[src/rtl/multicycle_ctrl_pkg.sv]
// -----------------------------------------------------------------------------
// multicycle_ctrl_pkg
//   Shared definitions for the multicycle RISC-V style control unit and the
//   datapath it steers: FSM state encodings, opcode constants, opcode classes
//   and the select encodings of the datapath muxes.
// -----------------------------------------------------------------------------
package multicycle_ctrl_pkg;

  typedef enum logic [2:0] {
    ST_IF     = 3'd0,
    ST_ID     = 3'd1,
    ST_EX     = 3'd2,
    ST_MEM    = 3'd3,
    ST_WB     = 3'd4,
    ST_HALTED = 3'd5
  } state_t;

  typedef enum logic [2:0] {
    CL_ALU,
    CL_LOAD,
    CL_STORE,
    CL_BRANCH,
    CL_JAL,
    CL_JALR,
    CL_SYS,
    CL_ILLEGAL
  } op_class_t;

  // Major opcodes (instruction bits [6:0])
  localparam logic [6:0] OP_LUI    = 7'b0110111;
  localparam logic [6:0] OP_AUIPC  = 7'b0010111;
  localparam logic [6:0] OP_JAL    = 7'b1101111;
  localparam logic [6:0] OP_JALR   = 7'b1100111;
  localparam logic [6:0] OP_BRANCH = 7'b1100011;
  localparam logic [6:0] OP_LOAD   = 7'b0000011;
  localparam logic [6:0] OP_STORE  = 7'b0100011;
  localparam logic [6:0] OP_IMM    = 7'b0010011;
  localparam logic [6:0] OP_REG    = 7'b0110011;
  localparam logic [6:0] OP_ECALL  = 7'b1110011;

  // ALU operand A select
  localparam logic       ASRC_PC  = 1'b0;
  localparam logic       ASRC_RS1 = 1'b1;

  // ALU operand B select
  localparam logic [1:0] BSRC_RS2  = 2'd0;
  localparam logic [1:0] BSRC_FOUR = 2'd1;
  localparam logic [1:0] BSRC_IMM  = 2'd2;

  // Next-PC select
  localparam logic [1:0] PCSRC_PLUS4  = 2'd0;
  localparam logic [1:0] PCSRC_ALUOUT = 2'd1;
  localparam logic [1:0] PCSRC_ALU    = 2'd2;

  // Register-file write-back select
  localparam logic [1:0] WB_ALUOUT = 2'd0;
  localparam logic [1:0] WB_MDR    = 2'd1;
  localparam logic [1:0] WB_PC4    = 2'd2;

endpackage

[src/rtl/multicycle_ctrl_opcode_class.sv]
// -----------------------------------------------------------------------------
// opcode_class
//   Pure combinational classifier: maps the 7-bit major opcode onto the class
//   the control FSM branches on. Anything not recognised is CL_ILLEGAL.
//   opcode   : instruction bits [6:0]
//   op_class : decoded class
// -----------------------------------------------------------------------------
module opcode_class
  import multicycle_ctrl_pkg::*;
(
  input  logic [6:0] opcode,
  output op_class_t  op_class
);

  always_comb begin
    case (opcode)
      OP_REG, OP_IMM, OP_LUI, OP_AUIPC: op_class = CL_ALU;
      OP_LOAD:                          op_class = CL_LOAD;
      OP_STORE:                         op_class = CL_STORE;
      OP_BRANCH:                        op_class = CL_BRANCH;
      OP_JAL:                           op_class = CL_JAL;
      OP_JALR:                          op_class = CL_JALR;
      OP_ECALL:                         op_class = CL_SYS;
      default:                          op_class = CL_ILLEGAL;
    endcase
  end

endmodule

[src/rtl/multicycle_ctrl.sv]
// -----------------------------------------------------------------------------
// multicycle_ctrl
//   Control FSM of a multicycle RV32-style core (IF/ID/EX/MEM/WB/HALTED).
//   Ports:
//     CLK, RSTn            clock, asynchronous active-low reset
//     OPCODE               IR opcode field, stable from ID onward
//     BCOND                branch-taken flag from the ALU (EX)
//     MEM_READY            memory finishes the current access this cycle
//     STATE                current FSM state
//     PC/IR/ALUOUT/RF_WREN register write enables
//     MEM_READ/MEM_WRITE   memory strobes, I_OR_D selects PC(0)/ALUout(1)
//     ALUSRCA/ALUSRCB      ALU operand selects
//     PC_SRC/WB_SEL        next-PC and write-back selects
//     HALT/ILLEGAL         halted, halted due to an unknown opcode
//     NUM_INST             retired-instruction counter (wraps)
// -----------------------------------------------------------------------------
module multicycle_ctrl
  import multicycle_ctrl_pkg::*;
#(
  parameter int CNT_W = 32
) (
  input  logic             CLK,
  input  logic             RSTn,
  input  logic [6:0]       OPCODE,
  input  logic             BCOND,
  input  logic             MEM_READY,
  output logic [2:0]       STATE,
  output logic             PC_WREN,
  output logic             IR_WREN,
  output logic             ALUOUT_WREN,
  output logic             RF_WREN,
  output logic             MEM_READ,
  output logic             MEM_WRITE,
  output logic             I_OR_D,
  output logic             ALUSRCA,
  output logic [1:0]       ALUSRCB,
  output logic [1:0]       PC_SRC,
  output logic [1:0]       WB_SEL,
  output logic             HALT,
  output logic             ILLEGAL,
  output logic [CNT_W-1:0] NUM_INST
);

  state_t           state, state_nxt;
  op_class_t        op_cls;
  logic             illegal_q, illegal_set;
  logic [CNT_W-1:0] num_inst_q;

  logic pc_wren, ir_wren, aluout_wren, rf_wren, mem_read, mem_write;

  opcode_class u_opcode_class (
    .opcode   (OPCODE),
    .op_class (op_cls)
  );

  // NOTE: sequential state uses non-blocking assignments so every register
  // samples the pre-edge values of its inputs.
  always_ff @(posedge CLK or negedge RSTn) begin
    if (!RSTn) begin
      state      <= ST_IF;
      illegal_q  <= 1'b0;
      num_inst_q <= '0;
    end else begin
      state <= state_nxt;
      if (illegal_set) illegal_q  <= 1'b1;
      // One PC write per retired instruction, so it doubles as the retire strobe.
      if (pc_wren)     num_inst_q <= num_inst_q + 1'b1;
    end
  end

  // NOTE: every signal driven here gets a default first; a path that leaves
  // one unassigned would infer a latch.
  always_comb begin
    state_nxt   = state;
    illegal_set = 1'b0;
    pc_wren     = 1'b0;
    ir_wren     = 1'b0;
    aluout_wren = 1'b0;
    rf_wren     = 1'b0;
    mem_read    = 1'b0;
    mem_write   = 1'b0;
    I_OR_D      = 1'b0;
    ALUSRCA     = ASRC_PC;
    ALUSRCB     = BSRC_FOUR;
    PC_SRC      = PCSRC_PLUS4;
    WB_SEL      = WB_ALUOUT;

    case (state)
      ST_IF: begin
        mem_read = 1'b1;
        if (MEM_READY) begin
          ir_wren   = 1'b1;
          state_nxt = ST_ID;
        end
      end

      ST_ID: begin
        // Branch/JAL target PC+imm is precomputed into ALUout here.
        ALUSRCA     = ASRC_PC;
        ALUSRCB     = BSRC_IMM;
        aluout_wren = 1'b1;
        case (op_cls)
          CL_SYS:     state_nxt = ST_HALTED;
          CL_ILLEGAL: begin
            state_nxt   = ST_HALTED;
            illegal_set = 1'b1;
          end
          default:    state_nxt = ST_EX;
        endcase
      end

      ST_EX: begin
        case (op_cls)
          CL_BRANCH: begin
            // ALU compares rs1/rs2; ALUout keeps the target from ID.
            ALUSRCA   = ASRC_RS1;
            ALUSRCB   = BSRC_RS2;
            pc_wren   = 1'b1;
            PC_SRC    = BCOND ? PCSRC_ALUOUT : PCSRC_PLUS4;
            state_nxt = ST_IF;
          end
          CL_LOAD, CL_STORE: begin
            ALUSRCA     = ASRC_RS1;
            ALUSRCB     = BSRC_IMM;
            aluout_wren = 1'b1;
            state_nxt   = ST_MEM;
          end
          CL_JAL: begin
            ALUSRCA     = ASRC_PC;
            ALUSRCB     = BSRC_IMM;
            aluout_wren = 1'b1;
            state_nxt   = ST_WB;
          end
          CL_JALR: begin
            ALUSRCA     = ASRC_RS1;
            ALUSRCB     = BSRC_IMM;
            aluout_wren = 1'b1;
            state_nxt   = ST_WB;
          end
          CL_ALU: begin
            ALUSRCA     = (OPCODE == OP_AUIPC) ? ASRC_PC : ASRC_RS1;
            ALUSRCB     = (OPCODE == OP_REG)   ? BSRC_RS2 : BSRC_IMM;
            aluout_wren = 1'b1;
            state_nxt   = ST_WB;
          end
          default: state_nxt = ST_HALTED;  // SYS/ILLEGAL never leave ID
        endcase
      end

      ST_MEM: begin
        I_OR_D = 1'b1;
        if (op_cls == CL_LOAD) mem_read  = 1'b1;
        else                   mem_write = 1'b1;
        if (MEM_READY) begin
          if (op_cls == CL_LOAD) begin
            state_nxt = ST_WB;
          end else begin
            pc_wren   = 1'b1;
            PC_SRC    = PCSRC_PLUS4;
            state_nxt = ST_IF;
          end
        end
      end

      ST_WB: begin
        rf_wren   = 1'b1;
        pc_wren   = 1'b1;
        state_nxt = ST_IF;
        case (op_cls)
          CL_LOAD:  WB_SEL = WB_MDR;
          CL_JAL:   begin
            WB_SEL = WB_PC4;
            PC_SRC = PCSRC_ALUOUT;
          end
          CL_JALR:  begin
            // JALR target rs1+imm comes straight off the ALU this cycle.
            WB_SEL  = WB_PC4;
            PC_SRC  = PCSRC_ALU;
            ALUSRCA = ASRC_RS1;
            ALUSRCB = BSRC_IMM;
          end
          default:  WB_SEL = WB_ALUOUT;
        endcase
      end

      ST_HALTED: state_nxt = ST_HALTED;

      default:   state_nxt = ST_IF;
    endcase
  end

  // Enables and strobes are masked by RSTn directly so nothing is written or
  // requested while reset is held, even though the state register sits in IF.
  assign PC_WREN     = pc_wren     & RSTn;
  assign IR_WREN     = ir_wren     & RSTn;
  assign ALUOUT_WREN = aluout_wren & RSTn;
  assign RF_WREN     = rf_wren     & RSTn;
  assign MEM_READ    = mem_read    & RSTn;
  assign MEM_WRITE   = mem_write   & RSTn;

  assign STATE    = state;
  assign HALT     = (state == ST_HALTED);
  assign ILLEGAL  = illegal_q;
  assign NUM_INST = num_inst_q;

endmodule

[config.mk]
export PLATFORM = sky130hd
export DESIGN_NAME = multicycle_ctrl
export DESIGN_NICKNAME = d
export VERILOG_FILES = /design/src/rtl/multicycle_ctrl_pkg.sv /design/src/rtl/multicycle_ctrl_opcode_class.sv /design/src/rtl/multicycle_ctrl.sv
export SDC_FILE = /design/constraint.sdc
export NUM_CORES = 1
export LEC_CHECK = 0
export CORE_MARGIN = 2
export CORE_UTILIZATION = 45
export CTS_BUF_LIST = sky130_fd_sc_hd__clkbuf_8
export CTS_CLUSTER_SIZE = 28
export DETAILED_ROUTE_END_ITERATION = 12
export PLACE_DENSITY = 0.8
export SYNTH_ARGS = -nofsm -noshare
export SYNTH_HDL_FRONTEND = slang
export SYNTH_SLANG_ARGS = --single-unit
[constraint.sdc]
create_clock -name CLK -period 3.62 [get_ports CLK]
set_input_delay 0.362 -clock CLK [delete_from_list [all_inputs] [get_ports CLK]]
set_output_delay 0.362 -clock CLK [all_outputs]
set_load 0.005 [all_outputs]
Word level (Yosys, flattened, before mapping)
Cells that the tools add are included.
{"block": "word_totals", "ff_bits": 36, "in_bits": 11}
{"block": "classes", "n_addsub": 1, "eq_ne": 24, "n_mux": 36, "n_bitwise": 6, "n_reduce_logical": 11}
{"op": "$add A32 B1 Y32 const B", "n": 1}
{"op": "$eq A7 B7 Y1 const B", "n": 4}
{"op": "$eq A7 B6 Y1 const B", "n": 3}
{"op": "$pmux W3 S7", "n": 1}
{"op": "$eq A3 B3 Y1 const B", "n": 6}
{"op": "$mux W1", "n": 16}
{"op": "$pmux W3 S5", "n": 1}
{"op": "$eq A7 B5 Y1 const B", "n": 2}
{"op": "$eq A3 B2 Y1 const B", "n": 4}
{"op": "$mux W3", "n": 4}
{"op": "$pmux W2 S2", "n": 3}
{"op": "$pmux W2 S3", "n": 2}
{"op": "$reduce_or A4 Y1", "n": 3}
{"op": "$pmux W3 S3", "n": 1}
{"op": "$pmux W1 S2", "n": 4}
{"op": "$eq A7 B2 Y1 const B", "n": 1}
{"op": "$and A1 B1 Y1", "n": 6}
{"op": "$eq A3 B1 Y1 const B", "n": 2}
{"op": "$logic_not A3 Y1", "n": 2}
{"op": "$mux W2", "n": 3}
{"op": "$reduce_or A2 Y1", "n": 3}
{"op": "$reduce_or A5 Y1", "n": 1}
{"op": "$ne A2 B2 Y1 const B", "n": 2}
{"op": "$pmux W1 S3", "n": 1}
{"op": "2 further kinds", "n": 2}

Logic depth before layout (Yosys ltp)
Gate-level depths: netlist of run 1.
{"block": "logic_depth", "ltp_word": 8, "ltp_mapped": 8, "mapped_depth_nobuf": 5}

Modules after synthesis
A second synthesis of run 1 with hierarchy kept.
{"block": "hier_totals", "cells_unflattened": 239, "hier_area_um2": 2363.5}
{"module": "multicycle_ctrl", "instances": 1, "cells_each": 225, "area_per_inst_um2": 2278.4, "seq_area_each_um2": 900.9}
{"module": "opcode_class", "instances": 1, "cells_each": 14, "area_per_inst_um2": 85.1, "seq_area_each_um2": 0.0}

Worst setup path before layout of run 1
OpenSTA, ideal clock, no wires.
{"block": "synth_timing", "path_kind": "input to output", "start": "in OPCODE[3]", "end": "out PC_WREN", "arrival_time_ns": 1.697, "required_time_ns": 3.258, "setup_slack_ns": 1.561, "cell_stages": 7, "path_cell_list": "buf_6 -> nand4bb_1 -> buf_6 -> o21ba_4 -> a221o_2 -> buf_6 -> and2_1"}
{"block": "synth_via", "elab_chain_len": 8, "word_cells_on_any_way": 19, "cone_classes": "eq/ne (12); mux (5); bitwise (1); reduce/logical (1)"}
{"item": "start: declaration", "line": "multicycle_ctrl.sv:24", "text": "input logic [6:0] OPCODE,"}
{"item": "$eq A7 B5 Y1 or $eq A7 B6 Y1 (tied branches)", "line": "multicycle_ctrl_opcode_class.sv:16", "text": "case (opcode)"}
{"item": "$reduce_or A4 Y1", "line": "multicycle_ctrl_opcode_class.sv:16"}
{"item": "$pmux W3 S7 *", "line": "multicycle_ctrl_opcode_class.sv:16"}
{"item": "$eq A3 B1 Y1", "line": "multicycle_ctrl.sv:155", "text": "if (op_cls == CL_LOAD) begin"}
{"item": "$mux W1", "line": "multicycle_ctrl.sv:155"}
{"item": "$mux W1", "line": "multicycle_ctrl.sv:154", "text": "if (MEM_READY) begin"}
{"item": "$pmux W1 S3 *", "line": "multicycle_ctrl.sv:88", "text": "case (state)"}
{"item": "$and A1 B1 Y1 *", "line": "multicycle_ctrl.sv:194", "text": "assign PC_WREN = pc_wren & RSTn;"}
{"item": "end: declaration", "line": "multicycle_ctrl.sv:28", "text": "output logic PC_WREN,"}
Every way passes the cells marked *; elsewhere a longest branch is shown, timed or not.

Worst setup path after layout of run 1
Same ends and word-level chain as after synthesis.

==> impl_metrics.toml, run 1 <==
[grt]
pin_count_of_the_biggest_net_entering_global_routing = 25
antenna_found_initial = 0
grt_util_all_layers = 0.208
overflow = 0
grt_first_pass_wirelength_um = 8680
grt_pass1_vias = 1780

[worst_setup_path]
timing.critical_path.from_type = "input port"
timing.rr.end = "NUM_INST[30]"
required_ns = 3.26
worstPathMaxFanout = 15
cp_data_arrival_time_ns = 2.87
setup.reg_to_reg.worst_slack_ns = 1.35
crit_path_end_kind = "primary output"
timing_worst_setup_path_type = "in -> out"
worst_r2r_startpoint = "STATE[0]"
worst-r2r-cell-count = 6
setup.worst_path.start = "OPCODE[3]"

[power_and_ir_drop]
p_per_area_nw_per_um2 = 452
peakVddDrop_mv = 0.241
power.static_leakage_nw = 1.15

[sta]
endpoints_failing_hold = 0
maxSlewViolCount = 0
portion_of_the_clock_cycle_consumed_by_the_worst_path_in_the_final_layout = 0.893
tightest_slew_ns = 0.751
slew_headroom = 0.499
fin_worst_hold_slack_ns = 0.476
totalNegativeSetupSlack_ns = 0
unrepaired_setup_endpoints_after_global_routing = "false"
fin_skew_ns = 0.00571
min_period_ns = 3.23
achievable-frequency_mhz = 309
setup_viol = 0

[layout]
design.final.nets = 302
layout.filler_cells = 409
finalInstanceArea_sq_um = 2950
antennaDiodeCount = 0
area_growth_pct = 33.1
post_route_cells_drive_above_1_share = 0.0893
register_area_sq_um = 901
multi_input_combinational_cell_area_sq_um = 1220

[yosys]
netlist_instances = 230
yosys-top-cells-count = "36 x sky130_fd_sc_hd__dfrtp_1, 22 x sky130_fd_sc_hd__nand2_1, 17 x sky130_fd_sc_hd__xor2_1"
synth_area_per_cell_sq_um = 9.63
ys_types = 48
part_of_the_yosys_area_used_for_sequential_elements = 0.407
post_synth_main_area_contributors = "sky130_fd_sc_hd__dfrtp_1 41%, sky130_fd_sc_hd__xor2_1 6.7%, sky130_fd_sc_hd__xnor2_1 5.5%, sky130_fd_sc_hd__nand4_1 4.0%, sky130_fd_sc_hd__nand2_1 3.7%"
synth_top_area_share = 0.407
synth.cell_area_sq_um = 2210
yosys.area_share.xor_xnor = 0.123
synth_compound_gate_area_share = 0.0938
synth.largest_area_cell = "sky130_fd_sc_hd__dfrtp_1"
synth-edff-count = 0
async_reset_ff_frac = 1.00
synth.yosys.warnings = 0
ys_dominant_reg_cell = "sky130_fd_sc_hd__dfrtp_1"
synth.ff_latch_count = 36
synth.area.mux_share = 0
postSynthNetCount = 242
synth_top_family_by_area = "simple AND/OR/NAND/NOR gates"
synth_area_in_simple_gates = 0.330
post-synth-top-count-cell = "sky130_fd_sc_hd__dfrtp_1"
synthAdderAreaFrac = 0.00565

[drt]
first_pass_iters = 4
route.detailed.drc = 0
drt_first_iter_violations = 180
routed-via-count = 1991
post_drt_via_cell_ratio = 5.56
antenna_violating_nets_post_route = 0
wl_um = 5340
post_drt_wl_per_cell_um = 14.9

[worst_hold_path]
hold_start = "ILLEGAL"
timing.hold.worst_path_depth = 1
min_path_type = "reg -> reg"
whs_endpoint = "ILLEGAL"

[floorplanning]
rows = 25
number_of_top_level_design_ports = 62
floorplan.die.height_um = 74.2
fp.dieArea_sq_um = 5500
die_width_um = 74.2
starting_density_of_the_core = 0.469
floorplan.core_area_sq_um = 4720

[cts]
tritoncts = "done"
clock_sinks = 36
clkTransAtPathRegs_ns = 0.07
cts_made_buffers = 5
clock_tree.htree_level_count = 2
worstSkewPairLatency_ns = 0.29
post_cts_resize_count = 0
cts_root_buffer = "sky130_fd_sc_hd__clkbuf_8"
clock_tree.buffer_depth = 2

[placement]
place_area_sq_um = 2850
place_hpwl_um = 3840
io_buffer_count = 61
gp_congestion = 0.839

[flow_run]
maxCapViolations = 0

[outcome]
result_of_the_run = "complete, no violations"
-- cell usage in the layout, fill, tap and decap left out, types with 2 or more instances in the layout --
master,instances
sky130_fd_sc_hd__a211oi_1,3
sky130_fd_sc_hd__a21oi_1,3
sky130_fd_sc_hd__a31oi_1,3
sky130_fd_sc_hd__and2_1,8
sky130_fd_sc_hd__and3_1,7
sky130_fd_sc_hd__and4_1,4
sky130_fd_sc_hd__buf_4,3
sky130_fd_sc_hd__clkbuf_8,6
sky130_fd_sc_hd__clkdlybuf4s50_1,60
sky130_fd_sc_hd__dfrtp_1,36
sky130_fd_sc_hd__inv_1,5
sky130_fd_sc_hd__nand2_1,22
sky130_fd_sc_hd__nand2b_1,5
sky130_fd_sc_hd__nand3_1,9
sky130_fd_sc_hd__nand3b_1,3
sky130_fd_sc_hd__nand4_1,14
sky130_fd_sc_hd__nor2_1,9
sky130_fd_sc_hd__nor2b_1,6
sky130_fd_sc_hd__nor3_1,8
sky130_fd_sc_hd__nor3_2,7
sky130_fd_sc_hd__nor4_1,7
sky130_fd_sc_hd__nor4b_1,2
sky130_fd_sc_hd__o21ai_0,4
sky130_fd_sc_hd__o31ai_1,2
sky130_fd_sc_hd__or2_2,2
sky130_fd_sc_hd__xnor2_1,14
sky130_fd_sc_hd__xor2_1,17
-- cell type report --
class / count / share of cell area
Inverter: 3 / 0.00382
Tap cell: 67 / 0.0285
Timing Repair Buffer: 65 / 0.217
Sequential cell: 36 / 0.306
Multi-Input combinational cell: 179 / 0.415
Clock inverter: 2 / 0.00255
Clock buffer: 6 / 0.0280
-- report_power, final --
group	leakage [nW]	switching [W]	internal, W
Clock	0.0538	0.000135	0.000149
Combinational	0.649	0.000234	0.000264
Sequential	0.451	0.0000984	0.000452
-- cell families (layout without fill, tap and decap cells) --
logic type	Yosys count	after routing
XOR/XNOR	31	31
flip-flops	36	36
AO/OA/AOI/OAI	26	26
adder cells (fa/ha/maj)	1	1
buffers and inverters	15	76
AND/OR/NAND/NOR	121	121
-- flip-flops by register name, indices dropped and copies added, names as in the netlist --
signal / count
ILLEGAL: 1
STATE: 3
NUM_INST: 32
-- worst max-delay path, cell delays in order --
cell and delay [ns]:
sky130_fd_sc_hd__clkdlybuf4s50_1 0.54, sky130_fd_sc_hd__nand4bb_1 0.49, sky130_fd_sc_hd__o21ba_4 0.36, sky130_fd_sc_hd__a221o_2 0.47, sky130_fd_sc_hd__and2_1 0.21, sky130_fd_sc_hd__clkdlybuf4s50_1 0.44
-- worst max-delay path by stage --
stage / cells past startpoint / endpoint / slack, ns
finish: 6 / PC_WREN / 0.39
global route: 6 / ALUSRCA / 0.30
CTS: 6 / PC_WREN / 0.40
detailed placement: 6 / PC_WREN / 0.41
global placement: 6 / PC_WREN / 0.48
floorplan: 7 / PC_WREN / 1.56
-- timing repair --
item,4_1_cts,5_1_grt
endpoints found under the hold margin,12,0
hold buffers,1,0
endpoints found under the setup margin,0,0
setup buffers,0,0
-- stage by stage --
stage | setup slack (ns) | cells | total power [W] | utilization
floorplan | 1.56 | 230 | 0.000819 | -
finish | 0.389 | 358 | 0.00133 | 0.624
CTS | 0.400 | 358 | 0.00134 | 0.624
global route | 0.297 | 358 | 0.00142 | 0.624
global placement | 0.475 | 349 | 0.00104 | 0.603
detailed placement | 0.407 | 349 | 0.00106 | 0.603
-- metal layers --
layer / wire length, um / global-route usage / up-vias
met5: 0 / 0 / -
met4: 70 / 0.0707 / 0
met3: 235 / 0.0434 / 7
met2: 2540 / 0.313 / 58
met1: 2490 / 0.301 / 977
li1: - / - / 949
Note: power is estimated with default switching activity, not from simulation.
==> inputs of run 2 (changes only) <==
--- a/config.mk
+++ b/config.mk
@@ -10,6 +10,7 @@
 export CTS_BUF_LIST = sky130_fd_sc_hd__clkbuf_8
 export CTS_CLUSTER_SIZE = 28
 export DETAILED_ROUTE_END_ITERATION = 12
+export MAX_ROUTING_LAYER = met4
 export PLACE_DENSITY = 0.8
 export SYNTH_ARGS = -nofsm -noshare
 export SYNTH_HDL_FRONTEND = slang
==> run 2 against run 1 <==
Via count shrank 1.1%. First-iteration DRC count is 2.8% lower. Fmax is 0.15% higher. Count of clock-buffer cells in the layout did not move. Critical path type unchanged. Final cell count did not move. Wire length hardly changed. Sequential power is essentially flat. Register-to-register slack barely moved.
==> impl_metrics.toml, run 2 (synthesized netlist as in run 1, its figures left out) <==
[drt]
first_pass_iters = 4
drt_first_iter_violations = 175
routed-via-count = 1969
post_drt_wl_per_cell_um = 14.9
route.detailed.drc = 0
antenna_violating_nets_post_route = 0
wl_um = 5340
post_drt_via_cell_ratio = 5.50

[sta]
fin_worst_hold_slack_ns = 0.476
slew_headroom = 0.502
unrepaired_setup_endpoints_after_global_routing = "false"
portion_of_the_clock_cycle_consumed_by_the_worst_path_in_the_final_layout = 0.891
endpoints_failing_hold = 0
fin_skew_ns = 0.00633
maxSlewViolCount = 0
achievable-frequency_mhz = 310
setup_viol = 0
totalNegativeSetupSlack_ns = 0
min_period_ns = 3.23
tightest_slew_ns = 0.747

[floorplanning]
die_width_um = 74.2
fp.dieArea_sq_um = 5500
floorplan.core_area_sq_um = 4720
rows = 25
starting_density_of_the_core = 0.469
number_of_top_level_design_ports = 62
floorplan.die.height_um = 74.2

[layout]
post_route_cells_drive_above_1_share = 0.0893
layout.cells.most_common_list = "60 x sky130_fd_sc_hd__clkdlybuf4s50_1, 36 x sky130_fd_sc_hd__dfrtp_1, 22 x sky130_fd_sc_hd__nand2_1"
design.final.nets = 302
instances_no_fill = 358
commonest_non_fill_non_tap_cell_in_the_layout = "sky130_fd_sc_hd__clkdlybuf4s50_1"
antennaDiodeCount = 0
final_core_utilization = 0.624
layout.filler_cells = 409
area_growth_pct = 33.1
largest_register_ffs = 32
finalInstanceArea_sq_um = 2950

[placement]
gp_congestion = 0.852
placedCellCount = 349
io_buffer_count = 61
place_hpwl_um = 3840
place_area_sq_um = 2850

[worst_setup_path]
timing.critical_path.from_type = "input port"
series_of_cell_instances_along_the_critical_path = "clkdlybuf4s50_1, nand4bb_1, o21ba_4, a221o_2, and2_1, clkdlybuf4s50_1"
critPathMaxStageDelay_ns = 0.54
crit_path_end_kind = "primary output"
worstPathMaxFanout = 15
setup.reg_to_reg.worst_slack_ns = 1.35
worst_path_max_delay_cell = "sky130_fd_sc_hd__clkdlybuf4s50_1"
timing_worst_setup_path_type = "in -> out"
worst_r2r_startpoint = "STATE[0]"
cpLargestDelayFamily = "buffers and inverters"
required_ns = 3.26
cp_data_arrival_time_ns = 2.86
cp_common_cell = "sky130_fd_sc_hd__clkdlybuf4s50_1"
worst-r2r-cell-count = 6
critical_path_buf_inv_count = 2
timing.rr.end = "NUM_INST[30]"

[grt]
grt_util_all_layers = 0.215
grt_pass1_vias = 1788
overflow = 0
antenna_found_initial = 0
grt_first_pass_wirelength_um = 8690
pin_count_of_the_biggest_net_entering_global_routing = 25

[cts]
clkTransAtPathRegs_ns = 0.07
clock_sinks = 36
cts_root_buffer = "sky130_fd_sc_hd__clkbuf_8"
clock_tree.buffer_depth = 2
worstSkewPairLatency_ns = 0.29
cts_made_buffers = 5
tritoncts = "done"
clock_tree.htree_level_count = 2

[flow_run]
maxCapViolations = 0

[power_and_ir_drop]
p_per_area_nw_per_um2 = 452
share_seq_of_total_power = 0.413
p_comb_frac = 0.373
internal-power_w = 0.000865
p_switching_w = 0.000467
power.static_leakage_nw = 1.15
peakVddDrop_mv = 0.241
pwr-share-clk = 0.214
swShare = 0.351

[worst_hold_path]
min_path_type = "reg -> reg"
timing.hold.worst_path_depth = 1
hold_start = "ILLEGAL"
whs_endpoint = "ILLEGAL"

[outcome]
result_of_the_run = "complete, no violations"
==> run 2: cell counts in the layout (fill, tap and decap cells not counted) <==
No cell type changed its count.
==> run 2: area by class of cell <==
class                      instances  area (sq um)  area share
clock buffer                       6          82.6      0.0280
clock inverter                     2          7.51     0.00255
multi-input combinational        179          1220       0.415
sequential                        36           901       0.306
tap                               67          83.8      0.0285
timing repair buffer              65           638       0.217
inverter                           3          11.3     0.00382
==> run 2: worst reg2reg max path: stages (launching register included) <==
cell and delay [ns]:
sky130_fd_sc_hd__dfrtp_1 0.59, sky130_fd_sc_hd__or3b_1 0.30, sky130_fd_sc_hd__nor3_4 0.08, sky130_fd_sc_hd__a221oi_4 0.70, sky130_fd_sc_hd__buf_4 0.27, sky130_fd_sc_hd__nor3_1 0.07, sky130_fd_sc_hd__xor2_1 0.14
==> run 2: worst max-delay path by stage <==
stage	cells after the start	end	from
6_report	6	PC_WREN	OPCODE[3]
5_1_grt	6	ALUSRCA	OPCODE[6]
3_3_place_gp	6	PC_WREN	OPCODE[3]
2_1_floorplan	7	PC_WREN	OPCODE[3]
4_1_cts	6	PC_WREN	OPCODE[3]
3_5_place_dp	6	PC_WREN	OPCODE[3]
==> run 2: what timing repair did <==
action / 4_1_cts / 5_1_grt
gates resized for setup: 0 / 0
endpoints found under the hold margin: 12 / 0
hold buffers: 1 / 0
buffers inserted: 0 / 0
==> run 2: through the flow <==
step                worst slack (ns)  total power, W
global route                   0.297         0.00142
CTS                            0.400         0.00134
finish                         0.394         0.00133
detailed placement             0.407         0.00106
global placement               0.475         0.00104
floorplan                       1.56        0.000819
==> run 2: per-layer routing <==
metal,vias up,part of all wire,track usage
met5,-,0,-
met3,7,0.048,0.0420
met1,958,0.47,0.302
met2,57,0.46,0.313
li1,947,-,-
met4,0,0.014,0.0707
==> run 2: power groups by stage <==
stage               registers, W  logic [W]  clock network (W)
CTS                     0.000549   0.000500           0.000294
floorplan               0.000523   0.000296                  0
global route            0.000563   0.000542           0.000310
finish                  0.000550   0.000497           0.000285
detailed placement      0.000556   0.000499                  0
global placement        0.000554   0.000487                  0
==> inputs of run 3 (changes only) <==
==> constraint.sdc (replaced) <==
create_clock -name CLK -period 3.62 [get_ports CLK]
set_input_delay 0.362 -clock CLK [delete_from_list [all_inputs] [get_ports CLK]]
set_output_delay 0.362 -clock CLK [all_outputs]
set_load 0.1 [all_outputs]
==> run 3 against run 2 <==
Utilization is 0.56 points higher. Sequential share of layout area is 0.14 points lower. Register-to-register slack better by 0.06 ns. Worst hold slack worse by 0.041 ns. First-iteration DRC count is 16% lower. Global-route usage is 0.72 points lower. Final cell count is 0.28% lower. Sequential power is 1% higher. Clock power is 6% higher. Critical path type unchanged.
==> impl_metrics.toml, run 3 (synthesized netlist as in run 1, its figures left out) <==
[power_and_ir_drop]
p_per_area_nw_per_um2 = 657
peakVddDrop_mv = 0.479
power.static_leakage_nw = 1.18

[worst_setup_path]
timing_worst_setup_path_type = "in -> out"
crit_path_end_kind = "primary output"
timing.critical_path.from_type = "input port"
cp_data_arrival_time_ns = 2.65
worst_r2r_startpoint = "STATE[1]"
worstPathMaxFanout = 15
setup.worst_path.start = "OPCODE[3]"
required_ns = 3.26

[layout]
post_route_cells_drive_above_1_share = 0.162
antennaDiodeCount = 0
layout.filler_cells = 395
layout.cells.most_common_list = "47 x sky130_fd_sc_hd__clkdlybuf4s50_1, 33 x sky130_fd_sc_hd__dfrtp_1, 22 x sky130_fd_sc_hd__nand2_1"
commonest_non_fill_non_tap_cell_in_the_layout = "sky130_fd_sc_hd__clkdlybuf4s50_1"
area_growth_pct = 34.2
largest_register_ffs = 32
design.final.nets = 302

[grt]
pin_count_of_the_biggest_net_entering_global_routing = 35
grt_util_all_layers = 0.208
antenna_found_initial = 0
grt_pass1_vias = 1747
overflow = 0
grt_first_pass_wirelength_um = 8590

[outcome]
result_of_the_run = "complete, no violations"

[flow_run]
maxCapViolations = 0

[sta]
finalWorstSetupSlack_ns = 0.608
tightest_slew_ns = 0.988
portion_of_the_clock_cycle_consumed_by_the_worst_path_in_the_final_layout = 0.832
endpoints_failing_hold = 0
achievable-frequency_mhz = 332
slew_headroom = 0.339
min_period_ns = 3.01
fin_worst_hold_slack_ns = 0.435
maxSlewViolCount = 0
unrepaired_setup_endpoints_after_global_routing = "false"
setup_viol = 0
totalNegativeSetupSlack_ns = 0
fin_skew_ns = 0.00633

[floorplanning]
number_of_top_level_design_ports = 62
floorplan.core_area_sq_um = 4720
starting_density_of_the_core = 0.469
fp.dieArea_sq_um = 5500
floorplan.die.height_um = 74.2
rows = 25
die_width_um = 74.2

[worst_hold_path]
min_path_type = "in -> async"

[drt]
post_drt_wl_per_cell_um = 14.8
first_pass_iters = 4
wl_um = 5280
post_drt_via_cell_ratio = 5.46
antenna_violating_nets_post_route = 0
route.detailed.drc = 0
routed-via-count = 1948
drt_first_iter_violations = 147

[placement]
detailedPlace.worstSlack_ns = 0.622
gp_congestion = 0.868
io_buffer_count = 61
place_hpwl_um = 3850

[cts]
clock_tree.buffer_depth = 2
clock_sinks = 36
cts_made_buffers = 5
post_cts_resize_count = 0
clock_tree.htree_level_count = 2
postCtsSetupRepairBufs = 0
tritoncts = "done"
worstSkewPairLatency_ns = 0.29
cts_root_buffer = "sky130_fd_sc_hd__clkbuf_8"
clkTransAtPathRegs_ns = 0.06
hold_buffers = 1
==> run 3: final cells by class <==
type                       count  area, sq um  share of cell area
inverter                       3         11.3             0.00379
clock buffer                   7         96.3              0.0324
timing repair buffer          65          618               0.208
sequential                    36          905               0.304
tap                           67         83.8              0.0282
multi-input combinational    179         1260               0.423
==> run 3: metal layers <==
metal / track usage / wire length [um] / share of wire / vias to the layer above
li1: - / - / - / 950
met1: 0.301 / 2500 / 0.47 / 941
met2: 0.312 / 2490 / 0.47 / 50
met3: 0.0325 / 241 / 0.046 / 7
met4: 0.0424 / 49 / 0.0093 / 0
met5: - / 0 / 0 / -
==> run 3: per-stage QoR <==
stage | utilization | instance area [sq um] | total power [W] | std cells
6_report | 0.629 | 2970 | 0.00195 | 357
2_1_floorplan | - | 2250 | 0.00141 | 230
3_3_place_gp | 0.607 | 2870 | 0.00164 | 349
4_1_cts | 0.629 | 2970 | 0.00196 | 357
5_1_grt | 0.629 | 2970 | 0.00204 | 357
3_5_place_dp | 0.607 | 2870 | 0.00166 | 349
==> run 3: path summary, 6_finish.rpt <==
path | endpoint | slack, ns | cells past startpoint
worst max register to register | NUM_INST[30] | 1.41 | 6
max in group asynchronous | NUM_INST[3] | 2.54 | 3
worst max-delay path | PC_WREN | 0.61 | 6
worst min register to register | ILLEGAL | 0.48 | 1
worst min-delay path | STATE[2] | 0.43 | 2
min in group CLK | ILLEGAL | 0.48 | 1
==> run 3: worst max-delay path: stages <==
cell and delay (ns):
sky130_fd_sc_hd__clkdlybuf4s50_1 0.58, sky130_fd_sc_hd__nand4bb_1 0.48, sky130_fd_sc_hd__o21ba_4 0.35, sky130_fd_sc_hd__a221o_2 0.47
sky130_fd_sc_hd__and2_1 0.24, sky130_fd_sc_hd__buf_12 0.17
==> run 3: where the power goes <==
group          total [W]  switching (W)  internal, W  leakage (nW)
sequential      0.000557       0.000102     0.000455         0.447
combinational    0.00109       0.000829     0.000263         0.681
clock           0.000303       0.000134     0.000169        0.0503
